--- config.mk ---
export PLATFORM = sky130hd
export DESIGN_NAME = instr_split_queue
export DESIGN_NICKNAME = d
export VERILOG_FILES = /design/src/rtl/instr_split_queue.sv
export SDC_FILE = /design/constraint.sdc
export NUM_CORES = 1
export LEC_CHECK = 0
export CAP_MARGIN = 20
export CORE_MARGIN = 4
export CORE_UTILIZATION = 30
export DETAILED_ROUTE_END_ITERATION = 7
export PLACE_DENSITY_LB_ADDON = 0.1
export REMOVE_ABC_BUFFERS = 1
export SLEW_MARGIN = 40
export SYNTH_ARGS = -nofsm -noshare
export SYNTH_HDL_FRONTEND = slang
export SYNTH_SLANG_ARGS = --single-unit
--- constraint.sdc ---
create_clock -name clk -period 5.41 [get_ports clk]
set_input_delay 1.082 -clock clk [delete_from_list [all_inputs] [get_ports clk]]
set_output_delay 1.082 -clock clk [all_outputs]
set_load 0.02 [all_outputs]
--- src/rtl/instr_split_queue.sv ---
// instr_split_queue: DEPTH-entry fetch->decode FIFO that presents its head
//   instruction pre-split into MIPS fields, immediates and jump target.
// Latency: an accepted push is visible at the head on the following cycle.
// Backpressure: in_ready depends only on occupancy, never on out_ready.
//
// Ports:
//   clk, reset_n   - rising-edge clock, synchronous active-low reset
//   flush          - drops every buffered entry (branch redirect)
//   in_valid/in_ready/in_instr/in_pc   - fetch side handshake and payload
//   out_valid/out_ready/out_pc         - decode side handshake and head PC
//   op, rs, rt, rd, shamt, func, immediate, instr_index - head instr fields
//   imm_sext, imm_zext, imm_lui        - derived 32-bit immediates
//   jump_target                        - J-type target built from head PC+4
//   count                              - current occupancy
// All field and derived outputs read 0 while out_valid is low.

module instr_split_queue #(
  parameter int PC_W  = 32,
  parameter int DEPTH = 4,
  parameter int CNT_W = $clog2(DEPTH + 1)
) (
  input  logic               clk,
  input  logic               reset_n,
  input  logic               flush,

  input  logic               in_valid,
  output logic               in_ready,
  input  logic [31:0]        in_instr,
  input  logic [PC_W-1:0]    in_pc,

  output logic               out_valid,
  input  logic               out_ready,
  output logic [PC_W-1:0]    out_pc,

  output logic [5:0]         op,
  output logic [4:0]         rs,
  output logic [4:0]         rt,
  output logic [4:0]         rd,
  output logic [4:0]         shamt,
  output logic [5:0]         func,
  output logic [15:0]        immediate,
  output logic [31:0]        imm_sext,
  output logic [31:0]        imm_zext,
  output logic [31:0]        imm_lui,
  output logic [25:0]        instr_index,
  output logic [PC_W-1:0]    jump_target,
  output logic [CNT_W-1:0]   count
);

  localparam int PTR_W = (DEPTH > 1) ? $clog2(DEPTH) : 1;

  // Bits of the PC that the J-type target replaces; everything above is
  // inherited from PC+4 (the 256 MB region of the delay slot).
  localparam logic [PC_W-1:0] REGION_LOW_MASK = PC_W'(32'h0FFF_FFFF);

  // ---------------------------------------------------------------------
  // State
  // ---------------------------------------------------------------------
  logic [PTR_W-1:0] wr_ptr_q, wr_ptr_d;
  logic [PTR_W-1:0] rd_ptr_q, rd_ptr_d;
  logic [CNT_W-1:0] count_q,  count_d;

  // Payload storage is deliberately left unreset; out_valid gates it.
  logic [31:0]      instr_mem_q [DEPTH];
  logic [PC_W-1:0]  pc_mem_q    [DEPTH];

  // ---------------------------------------------------------------------
  // Handshakes
  // ---------------------------------------------------------------------
  logic push;
  logic pop;
  logic mem_wr_en;

  assign in_ready  = (count_q != CNT_W'(DEPTH));
  assign out_valid = (count_q != '0);
  assign push      = in_valid  && in_ready;
  assign pop       = out_valid && out_ready;

  // A flush discards the same-cycle push, so the slot is not written either.
  assign mem_wr_en = push && !flush;

  // ---------------------------------------------------------------------
  // Next-state
  // ---------------------------------------------------------------------
  always_comb begin
    wr_ptr_d = wr_ptr_q;
    rd_ptr_d = rd_ptr_q;
    count_d  = count_q;

    if (flush) begin
      wr_ptr_d = '0;
      rd_ptr_d = '0;
      count_d  = '0;
    end else begin
      if (push) begin
        wr_ptr_d = wr_ptr_q + PTR_W'(1);
      end
      if (pop) begin
        rd_ptr_d = rd_ptr_q + PTR_W'(1);
      end
      // Simultaneous push and pop leaves occupancy unchanged.
      unique case ({push, pop})
        2'b10:   count_d = count_q + CNT_W'(1);
        2'b01:   count_d = count_q - CNT_W'(1);
        default: count_d = count_q;
      endcase
    end
  end

  always_ff @(posedge clk) begin
    if (!reset_n) begin
      wr_ptr_q <= '0;
      rd_ptr_q <= '0;
      count_q  <= '0;
    end else begin
      wr_ptr_q <= wr_ptr_d;
      rd_ptr_q <= rd_ptr_d;
      count_q  <= count_d;
    end
  end

  always_ff @(posedge clk) begin
    if (mem_wr_en) begin
      instr_mem_q[wr_ptr_q] <= in_instr;
      pc_mem_q[wr_ptr_q]    <= in_pc;
    end
  end

  // ---------------------------------------------------------------------
  // Head decode (purely from registered storage)
  // ---------------------------------------------------------------------
  logic [31:0]     head_instr;
  logic [PC_W-1:0] head_pc;
  logic [PC_W-1:0] pc_plus4;
  logic [PC_W-1:0] jt_raw;

  // Gate at the source so every slice below is zero when the queue is empty.
  assign head_instr = out_valid ? instr_mem_q[rd_ptr_q] : 32'h0;
  assign head_pc    = out_valid ? pc_mem_q[rd_ptr_q]    : '0;

  assign out_pc      = head_pc;
  assign op          = head_instr[31:26];
  assign rs          = head_instr[25:21];
  assign rt          = head_instr[20:16];
  assign rd          = head_instr[15:11];
  assign shamt       = head_instr[10:6];
  assign func        = head_instr[5:0];
  assign immediate   = head_instr[15:0];
  assign instr_index = head_instr[25:0];

  assign imm_sext = {{16{head_instr[15]}}, head_instr[15:0]};
  assign imm_zext = {16'h0, head_instr[15:0]};
  assign imm_lui  = {head_instr[15:0], 16'h0};

  // PC+4 wraps modulo 2^PC_W; the mask form also works when PC_W == 28.
  assign pc_plus4    = head_pc + PC_W'(4);
  assign jt_raw      = (pc_plus4 & ~REGION_LOW_MASK) | PC_W'({head_instr[25:0], 2'b00});
  assign jump_target = out_valid ? jt_raw : '0;

  assign count = count_q;

endmodule

=== Word-level counts from Yosys, hierarchy flattened ===
Memory sizes are Yosys's and may differ from the RTL's. A register that Yosys moved wholly into a read port is not among the register bits.
Index checks and enable logic that the tools add are counted.

* Flip-flop bits (word level): 7
* Bits in writable memories: 256
* Input bits: 69
* Output and inout bits: 239
* Logic and storage cells: 32
* Memories: 2

{| class="wikitable"
|+ Memories
! name !! words !! bits a word !! read ports !! clocked after Yosys merged registers in !! write ports !! line !! RTL
|-
| instr_mem_q || 4 || 32 || 1 || 1 || 1 || 64 || <nowiki>logic [31:0] instr_mem_q [DEPTH];</nowiki>
|-
| pc_mem_q || 4 || 32 || 1 || 1 || 1 || 65 || <nowiki>logic [PC_W-1:0] pc_mem_q [DEPTH];</nowiki>
|}

* Add/sub/neg operators: 5
* Equality and inequality tests: 3
* Multiplexer cells: 10
* Bitwise operators: 2
* Reduce and logical (&&, ||, !) cells: 7

{| class="wikitable"
|+ Operator list
! operator !! number
|-
| $mux W32 || 3
|-
| $add A32 B3 Y32 const B || 1
|-
| $or A32 B28 Y32 || 1
|-
| $mux W2 || 4
|-
| $pmux W3 S2 || 1
|-
| $add A2 B1 Y2 const B || 2
|-
| $add A3 B1 Y3 const B || 1
|-
| $logic_and A1 B1 Y1 || 3
|-
| $ne A3 B3 Y1 const B || 1
|-
| $reduce_bool A3 Y1 || 1
|-
| $sub A3 B1 Y3 const B || 1
|-
| $eq A2 B1 Y1 const B || 1
|-
| $eq A2 B2 Y1 const B || 1
|-
| $mux W1 || 2
|-
| $reduce_bool A2 Y1 || 1
|-
| $reduce_or A2 Y1 || 1
|-
| $logic_not A1 Y1 || 1
|-
| $not A1 Y1 || 1
|}

=== Logic depth before layout (Yosys ltp) ===
Gate-level depths: netlist (run 1).

* Depth in word-level cells: 5
* Gate-level depth with buffers: 10

=== Worst setup path before layout (run 1) ===
OpenSTA, ideal clock, no wires.

* Kind: reg-to-output
* Start point: register with a tool-made name
* End point: output port imm_sext[15]
* Arrival: 2.588 ns
* Slack: 1.740 ns
* Stages on the path, launching flop included: 8
* Path buffers: 5
* Cells stage by stage: dfxtp_1 buf_6 buf_6 buf_2 buf_1 mux4_2 and2_1 buf_4

{| class="wikitable"
|+ RTL lines
! item !! line !! RTL
|-
| end, declared || 42 || <nowiki>output logic [31:0] imm_sext,</nowiki>
|}

==> results of run 1 <==
[area by class of cell]
cell class / instances / area [um2] / area share
clock inverters: 19 / 250 / 0.0166
inverters: 7 / 26.3 / 0.00174
well taps: 518 / 648 / 0.0429
multi-input cells: 243 / 2560 / 0.169
diodes: 1 / 2.50 / 0.000166
flip-flops and latches: 265 / 7880 / 0.521
repair buffers: 286 / 2960 / 0.196
clock buffers: 37 / 798 / 0.0528
[through the flow]
step | util | hold slack (ns) | instance area, um2
floorplan | - | 0.469 | 10400
finish | 0.392 | 0.515 | 15100
global route | 0.392 | 0.546 | 15100
global placement | 0.360 | 0.480 | 13900
detailed placement | 0.365 | 0.510 | 14100
CTS | 0.392 | 0.517 | 15100
[kinds of logic (layout without fill, tap and decap cells)]
| group | after synthesis | count (layout) | synth area share |
|---|---|---|---|
| buffers and inverters | 196 | 349 | 0.119 |
| AOI/OAI and AO/OA | 13 | 13 | 0.00653 |
| other | 1 | 35 | 0.000321 |
| and+or+nand+nor | 116 | 116 | 0.0582 |
| xor gates and xnor gates | 5 | 5 | 0.00375 |
| DFF | 265 | 265 | 0.673 |
| adders and majority gates | 6 | 6 | 0.00706 |
| muxes | 69 | 69 | 0.132 |
[cell usage in the layout, fill, tap and decap left out, drive strengths merged, types with 5 or more instances in the layout]
cell type      instances
a21oi                  7
and2                  66
buf                   13
bufinv                 6
clkbuf                37
clkdlybuf4s50        273
clkinv                11
conb                  34
dfxtp                  9
edfxtp               256
ha                     5
inv                    7
mux4                  63
nand2                 10
nand4                  9
nor2                  12
[layer usage]
| layer | GRT usage | up-vias | share of wire |
|---|---|---|---|
| met1 | 0.159 | 3076 | 0.41 |
| met5 | 0 | - | 0.0015 |
| met4 | 0.0282 | 6 | 0.021 |
| li1 | - | 2678 | - |
| met2 | 0.222 | 195 | 0.51 |
| met3 | 0.0274 | 47 | 0.060 |
[sequential cells by signal (all words and copies together) (netlist names), named ones only]
register     flops
pc_mem_q       128
wr_ptr_q         2
rd_ptr_q         2
instr_mem_q    128
count            3
[where the power goes]
part | switching [mW] | internal, mW | total [mW]
registers | 0.0105 | 2.29 | 2.30
clock network | 0.787 | 1.33 | 2.12
logic | 0.307 | 0.257 | 0.564
total | 1.10 | 3.87 | 4.98
[critical path, delay by kind of cell (launching register included)]
family,cells,cell delay [ns]
simple gates,3,1.16
mux,2,0.72
flops,1,0.63
buf+inv,2,0.82
[worst paths after layout]
| kind | from | end | slack (ns) | depth (start not counted) |
|---|---|---|---|---|
| min reg2reg | wr_ptr_q[1] | wr_ptr_q[1] | 0.51 | 2 |
| min | wr_ptr_q[1] | wr_ptr_q[1] | 0.51 | 2 |
| max reg2reg | count[0] | count[2] | 2.67 | 10 |
| max | flop | jump_target[31] | 0.44 | 7 |
==> summary.txt, run 1 <==
Power and ir drop
  – VDD IR max: between 0.0002 and 0.0003 V
  – Pwr Total: 4.98 mW
  – Leak pwr: 4.84 nW
  – PwrDens: 329 nW/um2

STA
  – Setup TNS Final: 0 ns
  – Worst slew pin tran: 0.715 ns
  – Max-slew headroom: 0.523
  – Final Cycle Share: 0.918
  – Max Freq: 0.201 GHz
  – Final worst setup slack: 0.445 ns
  – Slew Viols, Final: 0
  – Final hold vios: 0
  – Layout Skew: 0.0147 ns
  – Post-route minimum period: 4.97 ns
  – RSZ-0062 raised after global routing: false
  – Endpoints failing setup: 0

Clocking
  – Clk sinks: between 200 and 300
  – Clock latency on the worst-skew pair: 0.55 ns
  – H-tree levels: 1
  – PostCTS Resize Cnt: 0
  – Total CTS buffers: 30
  – CTS tree: done
  – CTS Buffer Depth: 3
  – CTS hold repair buffers: 0
  – Root Buffer: clkbuf_16
  – Postcts setup bufs: 0
  – CTS clk-pin slew, worst paths: roughly 0.060 ns

Synthesis
  – Most common cell in the netlist: edfxtp_1
  – Yosys Warn Count: 0
  – Synth area leader: edfxtp_1
  – Top cells by count, synth: edfxtp_1 (256), buf_4 (166), and2_1 (65)
  – Syn Std Cell Area: 11700 um2
  – Synth top area cells: edfxtp_1 (66%), buf_4 (11%), mux4_2 (9.2%)
  – Post-Syn Instances: 671
  – Area share of the largest cell type after synthesis: 0.658
  – Top FF cell, synth: edfxtp_1
  – #FFs+latches synth: 265
  – FFs w/ async S/R, synth: 0
  – Sequential-to-total area share from yosys stat: 0.673
  – Mean Syn Cell Area: 17.4 um2
  – EDFF count, synth: ~260
  – Yosys cell types: 38

Setup path
  – Worst path slowest cell: dfxtp_4
  – CP peak stage delay: 0.63 ns
  – Worst EP required: 4.33 ns
  – Crit-path max FO: 28
  – Setup Crit Path Kind: flop to output port
  – Critical path endpoint category: output port
  – Crit-path cells: buf_12, mux4_1, nand4_1, or4_1, nor4_1, mux2_2, clkdlybuf4s50_1
  – Worst path arrival time: 3.88 ns
  – Startpoint Class: flop

Route
  – WL/cell: 20.0 um
  – TritonRoute pass-1 iters: 4
  – Detailed Route WL: 27500 um
  – Vias: between 6000 and 7000
  – Drt first-iter violations: 258
  – DRC Markers: 0
  – Avg Vias per Cell: 4.36
  – Antenna Violating Nets Remaining: 0

Floorplanning
  – Io pins: between 300 and 400
  – Core area: 38600 um2
  – Die Wd: 205 um
  – Die Span Y: 205 um
  – Site row count: between 70 and 80
  – DIE AREA: 42200 um2
  – Starting density of the core: 0.303

Global route
  – Global-route usage over all layers: 0.126
  – First-pass GRT wire length: approximately 40000 um
  – Total grt overflow: 0
  – Initial antenna violation count: 4
  – Largest net degree at the start of global routing: 44
  – Vias in the first global route: 6373

Place
  – Pre-CTS setup slack: 0.974 ns
  – Port Buffer Count: 273
  – Final HPWL DP: 18500 um
  – Cells after DPL: 1319
  – Gpl congestion: 0.714

Min path
  – HP Class: flop to flop

Run
  – Max_cap viols: 0

Finish
  – Nets: 908
  – Area grow syn2layout: 29.3%
  – Fillers: 3590
  – Share of cells above drive strength 1: 0.142
  – Final std cells w/o fill: around 1400

Status
  – Status: finished, final reports clean
Note: power is estimated with default switching activity, not from simulation.
==> run 2, diff against run 1 <==
==> constraint.sdc (replaced) <==
create_clock -name clk -period 4.55 [get_ports clk]
set_input_delay 0.91 -clock clk [delete_from_list [all_inputs] [get_ports clk]]
set_output_delay 0.91 -clock clk [all_outputs]
set_load 0.02 [all_outputs]
==> summary.txt, run 2 (synthesis results as in run 1) <==
Floorplanning
  – Site row count: 72 (unchanged)
  – Die Wd: 205 um (unchanged)
  – Die Span Y: 205 um (unchanged)
  – DIE AREA: 42200 um2 (unchanged)
  – Io pins: 308 (unchanged)
  – Core area: 38600 um2 (unchanged)
  – Starting density of the core: 0.303 (unchanged)

STA
  – Endpoints failing setup: 0 (unchanged)
  – Final hold vios: 0 (unchanged)
  – Max-slew headroom: 0.486 (-0.0379)
  – Final worst setup slack: 0.0706 ns (-0.374 ns)
  – Max Freq: 0.223 GHz
  – Slew Viols, Final: 0 (unchanged)
  – Layout Skew: 0.0165 ns (+0.00181 ns)
  – Worst slew pin tran: 0.766 ns (+0.0509 ns)
  – Post-route minimum period: 4.48 ns
  – Final Cycle Share: 0.984

Global route
  – Largest net degree at the start of global routing: 31 (-30%)
  – Initial antenna violation count: 2 (-2)
  – Vias in the first global route: 6423 (+0.78%)
  – Global-route usage over all layers: 0.128 (+0.00214)
  – Total grt overflow: 0 (unchanged)
  – First-pass GRT wire length: 41000 um (+1.7%)

Setup path
  – Setup Crit Path Kind: flop to output port
  – Worst path arrival time: 3.57 ns (-0.31 ns)
  – Crit-path max FO: 5 (-82%)
  – Worst EP required: 3.64 ns (-0.69 ns)
  – Startpoint Class: flop
  – Flop-to-flop setup slack: 1.53 ns (-1.14 ns)
  – Critical path endpoint category: output port

Power and ir drop
  – PwrDens: 375 nW/um2 (+14%)
  – Pwr Total: 5.66 mW (+14%)
  – VDD IR max: 0.000273 V (+9.0%)
  – Leak pwr: 4.86 nW (+0.44%)

Clocking
  – Clk sinks: 265 (unchanged)
  – Total CTS buffers: 30 (unchanged)
  – Clock latency on the worst-skew pair: 0.54 ns (about the same)
  – CTS hold repair buffers: 0 (unchanged)
  – CTS tree: done
  – CTS clk-pin slew, worst paths: 0.06 ns (about the same)
  – Root Buffer: clkbuf_16
  – CTS Buffer Depth: 3 (unchanged)
  – H-tree levels: 1 (unchanged)

Route
  – Drt first-iter violations: 167 (-35%)
  – TritonRoute pass-1 iters: 4 (unchanged)
  – WL/cell: 20.1 um (+0.58%)
  – Avg Vias per Cell: 4.38 (+0.31%)
  – Antenna Violating Nets Remaining: 0 (unchanged)
  – DRC Markers: 0 (unchanged)
  – Detailed Route WL: 27800 um (+0.87%)
  – Vias: 6038 (+0.60%)

Place
  – Gpl congestion: 0.727 (+1.7%)
  – Port Buffer Count: 273 (unchanged)
  – Pre-CTS setup slack: 0.361 ns (-0.613 ns)
  – Final HPWL DP: 18800 um (+1.4%)

Finish
  – Most common cell after layout, fill and taps aside: clkdlybuf4s50_1
  – Area grow syn2layout: 29.1%
  – Fillers: 3600 (+0.28%)
  – Share of cells above drive strength 1: 0.143 (+0.000500)
  – Nets: 914 (+0.66%)
  – Commonest cells after routing, fill and taps aside: clkdlybuf4s50_1 (271), edfxtp_1 (256), and2_1 (61), mux4_2 (48), conb_1 (34)

Run
  – Max_cap viols: 0 (unchanged)

Min path
  – HP Class: flop to flop

Status
  – Status: finished, final reports clean
==> run 2: cell types whose count changed in the layout (fill, tap and decap cells not counted), sizes merged <==
| cell | delta |
|---|---|
| buf | +6 |
| clkinv | +5 |
| clkbuf | -2 |
| bufinv | -4 |
| dlymetal6s2s | +2 |
| clkinvlp | -1 |
| clkdlybuf4s50 | -2 |
==> run 2: power by group <==
part / leakage [nW] / switching (mW) / internal (mW) / total, mW
Clock: 0.457 / 0.909 / 1.34 / 2.25
Sequential: 2.40 / 0.0107 / 2.72 / 2.73
Combinational: 2.00 / 0.366 / 0.310 / 0.676
Total: 4.86 / 1.29 / 4.37 / 5.66
==> run 2: per-stage QoR <==
stage | std cells | instance area [um2] | utilization | TNS, ns | hold WS, ns
floorplan | 515 | 10400 | - | -115.84 | 0.469
global placement | 1313 | 13900 | 0.360 | 0 | 0.480
detailed placement | 1321 | 14100 | 0.365 | 0 | 0.507
CTS | 1379 | 15100 | 0.391 | 0 | 0.516
global route | 1379 | 15100 | 0.391 | -0.00134 | 0.536
finish | 1380 | 15100 | 0.391 | 0 | 0.514
==> run 2: final cells by class <==
cell class	count	area, um2	share of cell area
Clock inverter	19	140	0.00928
Timing Repair Buffer	292	3040	0.202
Clock buffer	35	791	0.0524
Multi-Input combinational cell	243	2570	0.170
Inverter	7	26.3	0.00174
Antenna cell	1	2.50	0.000166
Sequential cell	265	7880	0.522
Tap cell	518	648	0.0429
==> run 2: final timing paths <==
check,cells after the start,end,from
worst min-delay path,2,wr_ptr_q[1],wr_ptr_q[1]
worst max-delay path,7,jump_target[29],flop
worst max register to register,10,count[2],count[0]
worst min register to register,2,wr_ptr_q[1],wr_ptr_q[1]
==> run 2: what timing repair did <==
action                                 in CTS  in global routing
cloned                                      0                  0
setup endpoints to repair                   4                  3
buffers inserted                            4                  0
gates resized for setup                     1                  3
endpoints found under the hold margin       0                  0
==> run 2: layer usage <==
| metal | routed length (um) | part of all wire | GRT usage |
|---|---|---|---|
| met1 | 11000 | 0.39 | 0.155 |
| met3 | 1780 | 0.064 | 0.0307 |
| met2 | 14700 | 0.53 | 0.235 |
| met4 | 349 | 0.013 | 0.0227 |
| met5 | 12 | 0.00043 | 0 |
==> run 2: worst max-delay path, stage by stage, from the launching register on <==
cell and delay (ns):
dfxtp_4 0.38, buf_12 0.14, mux4_1 0.40, nand4_1 0.13, or4_1 0.67, nor4_1 0.38, mux2_2 0.37, clkdlybuf4s50_1 0.54
==> run 3, diff against run 2 <==
--- a/config.mk
+++ b/config.mk
@@ -7,7 +7,7 @@
 export LEC_CHECK = 0
 export CAP_MARGIN = 20
 export CORE_MARGIN = 4
-export CORE_UTILIZATION = 30
+export CORE_UTILIZATION = 40
 export DETAILED_ROUTE_END_ITERATION = 7
 export PLACE_DENSITY_LB_ADDON = 0.1
 export REMOVE_ABC_BUFFERS = 1
==> summary.txt, run 3 (synthesis results as in run 1) <==
Clocking
  – Clock latency on the worst-skew pair: 0.54 ns (about the same)
  – CTS tree: done
  – CTS clk-pin slew, worst paths: 0.06 ns (about the same)
  – Clk sinks: 265 (unchanged)
  – Root Buffer: clkbuf_16
  – CTS Buffer Depth: 3 (unchanged)
  – H-tree levels: 1 (unchanged)
  – CTS hold repair buffers: 0 (unchanged)
  – Total CTS buffers: 29 (-3.3%)

Route
  – WL/cell: 20.0 um (-0.50%)
  – Avg Vias per Cell: 4.82 (+10%)
  – Antenna Violating Nets Remaining: 0 (unchanged)
  – Drt first-iter violations: 314 (+88%)
  – Vias: 6011 (-0.45%)
  – Detailed Route WL: 25000 um (-10%)
  – TritonRoute pass-1 iters: 4 (unchanged)
  – DRC Markers: 0 (unchanged)

STA
  – Setup TNS Final: 0 ns (unchanged)
  – Worst slew pin tran: 0.615 ns (-0.151 ns)
  – Final Cycle Share: 0.966 (-0.0187)
  – Final hold vios: 0 (unchanged)
  – Min Hold Slack: 0.520 ns (+0.00595 ns)
  – Slew Viols, Final: 0 (unchanged)
  – RSZ-0062 raised after global routing: false
  – Layout Skew: 0.0194 ns (+0.00289 ns)
  – Post-route minimum period: 4.39 ns (-0.0849 ns)
  – Max Freq: 0.228 GHz (+1.9%)
  – Max-slew headroom: 0.590 (+0.105)
  – Endpoints failing setup: 0 (unchanged)

Floorplanning
  – Core area: 28800 um2 (-25%)
  – Starting density of the core: 0.406 (+0.103)
  – DIE AREA: 32000 um2 (-24%)
  – Site row count: 62 (-14%)
  – Io pins: 308 (unchanged)
  – Die Span Y: 179 um (-13%)
  – Die Wd: 179 um (-13%)

Place
  – Final HPWL DP: 16500 um (-12%)
  – Gpl congestion: 0.763 (+5.0%)
  – Port Buffer Count: 273 (unchanged)

Global route
  – Total grt overflow: 0 (unchanged)
  – Largest net degree at the start of global routing: 33 (+6.5%)
  – Global-route usage over all layers: 0.152 (+0.0244)
  – GRT Max-Usage Layer: met2
  – Vias in the first global route: 6551 (+2.0%)
  – GR Layer Usage met2: 0.267 (+0.0330)
  – GR Util met3: 0.0377 (+0.00701)
  – First-pass GRT wire length: 37500 um (-8.6%)
  – Initial antenna violation count: 1 (-1)
  – Met1 Usage GRT: 0.191 (+0.0362)

Finish
  – Share of cells above drive strength 1: 0.149 (+0.00662)
  – Ant. Diodes: 0 (-1)
  – Most common cell after layout, fill and taps aside: clkdlybuf4s50_1
  – Fillers: 2341 (-35%)
  – Area grow syn2layout: 28.0%
  – Nets: 915 (+0.11%)
  – Commonest cells after routing, fill and taps aside: clkdlybuf4s50_1 (271), edfxtp_1 (256), and2_1 (61), mux4_2 (48), conb_1 (34)

Setup path
  – Startpoint Class: flop
  – Setup crit end: jump_target[31]
  – Worst EP required: 3.64 ns (about the same)
  – Worst path arrival time: 3.48 ns (-0.09 ns)
  – Setup Crit Path Kind: flop to output port
  – Reg2reg start: count[0]
  – Critical path endpoint category: output port
  – Crit-path max FO: 10 (+5)
  – R2r endpoint: count[2]
  – Flop-to-flop setup slack: 1.81 ns (+0.28 ns)
  – Worst r2r path cells: 11 (+1)

Power and ir drop
  – PwrDens: 384 nW/um2 (+2.4%)
  – VDD IR max: 0.000239 V (-12%)
  – Leak pwr: 4.88 nW (+0.52%)

Min path
  – HP Class: flop to flop

Status
  – Status: finished, final reports clean

Run
  – Max_cap viols: 0 (unchanged)
[run 3: what timing repair did]
action / CTS / global route
buffers inserted: 1 / 4
hold endpoints to repair: 0 / 0
endpoints found under the setup margin: 23 / 12
gates resized for setup: 2 / 5
[run 3: stage by stage]
stage	total power, mW	utilization	instances	setup slack, ns	area [um2]
floorplan	3.09	-	515	-2.60	10400
global placement	3.44	0.477	1180	0.463	13700
detailed placement	3.45	0.483	1188	0.462	13900
CTS	5.82	0.517	1243	0.0222	14900
global route	5.97	0.520	1247	0.0495	15000
finish	5.74	0.520	1247	0.155	15000
[run 3: worst max-delay path: stages (launching register included)]
cell	delay [ns]
dfxtp_4	0.38
buf_12	0.15
mux4_1	0.38
nand4_1	0.12
or4_1	0.62
nor4_2	0.37
mux2_2	0.38
clkdlybuf4s50_1	0.54
[run 3: worst min-delay path by stage]
stage | startpoint | to | slack, ns | depth (start not counted)
floorplan | wr_ptr_q[1] | wr_ptr_q[1] | 0.47 | 2
global placement | wr_ptr_q[1] | wr_ptr_q[1] | 0.48 | 2
detailed placement | wr_ptr_q[1] | wr_ptr_q[1] | 0.51 | 2
CTS | wr_ptr_q[1] | wr_ptr_q[1] | 0.52 | 2
global route | wr_ptr_q[1] | wr_ptr_q[1] | 0.55 | 2
finish | wr_ptr_q[1] | wr_ptr_q[1] | 0.52 | 2
[run 3: area by class of cell]
| type | count | area [um2] | area share |
|---|---|---|---|
| Sequential cell | 265 | 7880 | 0.526 |
| Clock inverter | 20 | 225 | 0.0150 |
| Inverter | 7 | 26.3 | 0.00176 |
| Clock buffer | 34 | 744 | 0.0497 |
| Multi-Input combinational cell | 243 | 2570 | 0.172 |
| Tap cell | 384 | 480 | 0.0321 |
| Timing Repair Buffer | 294 | 3040 | 0.203 |
[run 3: routing by layer]
| metal | share of wire | wire length (um) |
|---|---|---|
| met1 | 0.41 | 10200 |
| met2 | 0.50 | 12500 |
| met3 | 0.069 | 1730 |
| met4 | 0.021 | 532 |
| met5 | 0.00052 | 13 |
[run 3: where the power goes]
group	internal, mW	switching, mW
logic	0.310	0.358
clock network	1.45	0.899
registers	2.72	0.0101
total	4.48	1.27
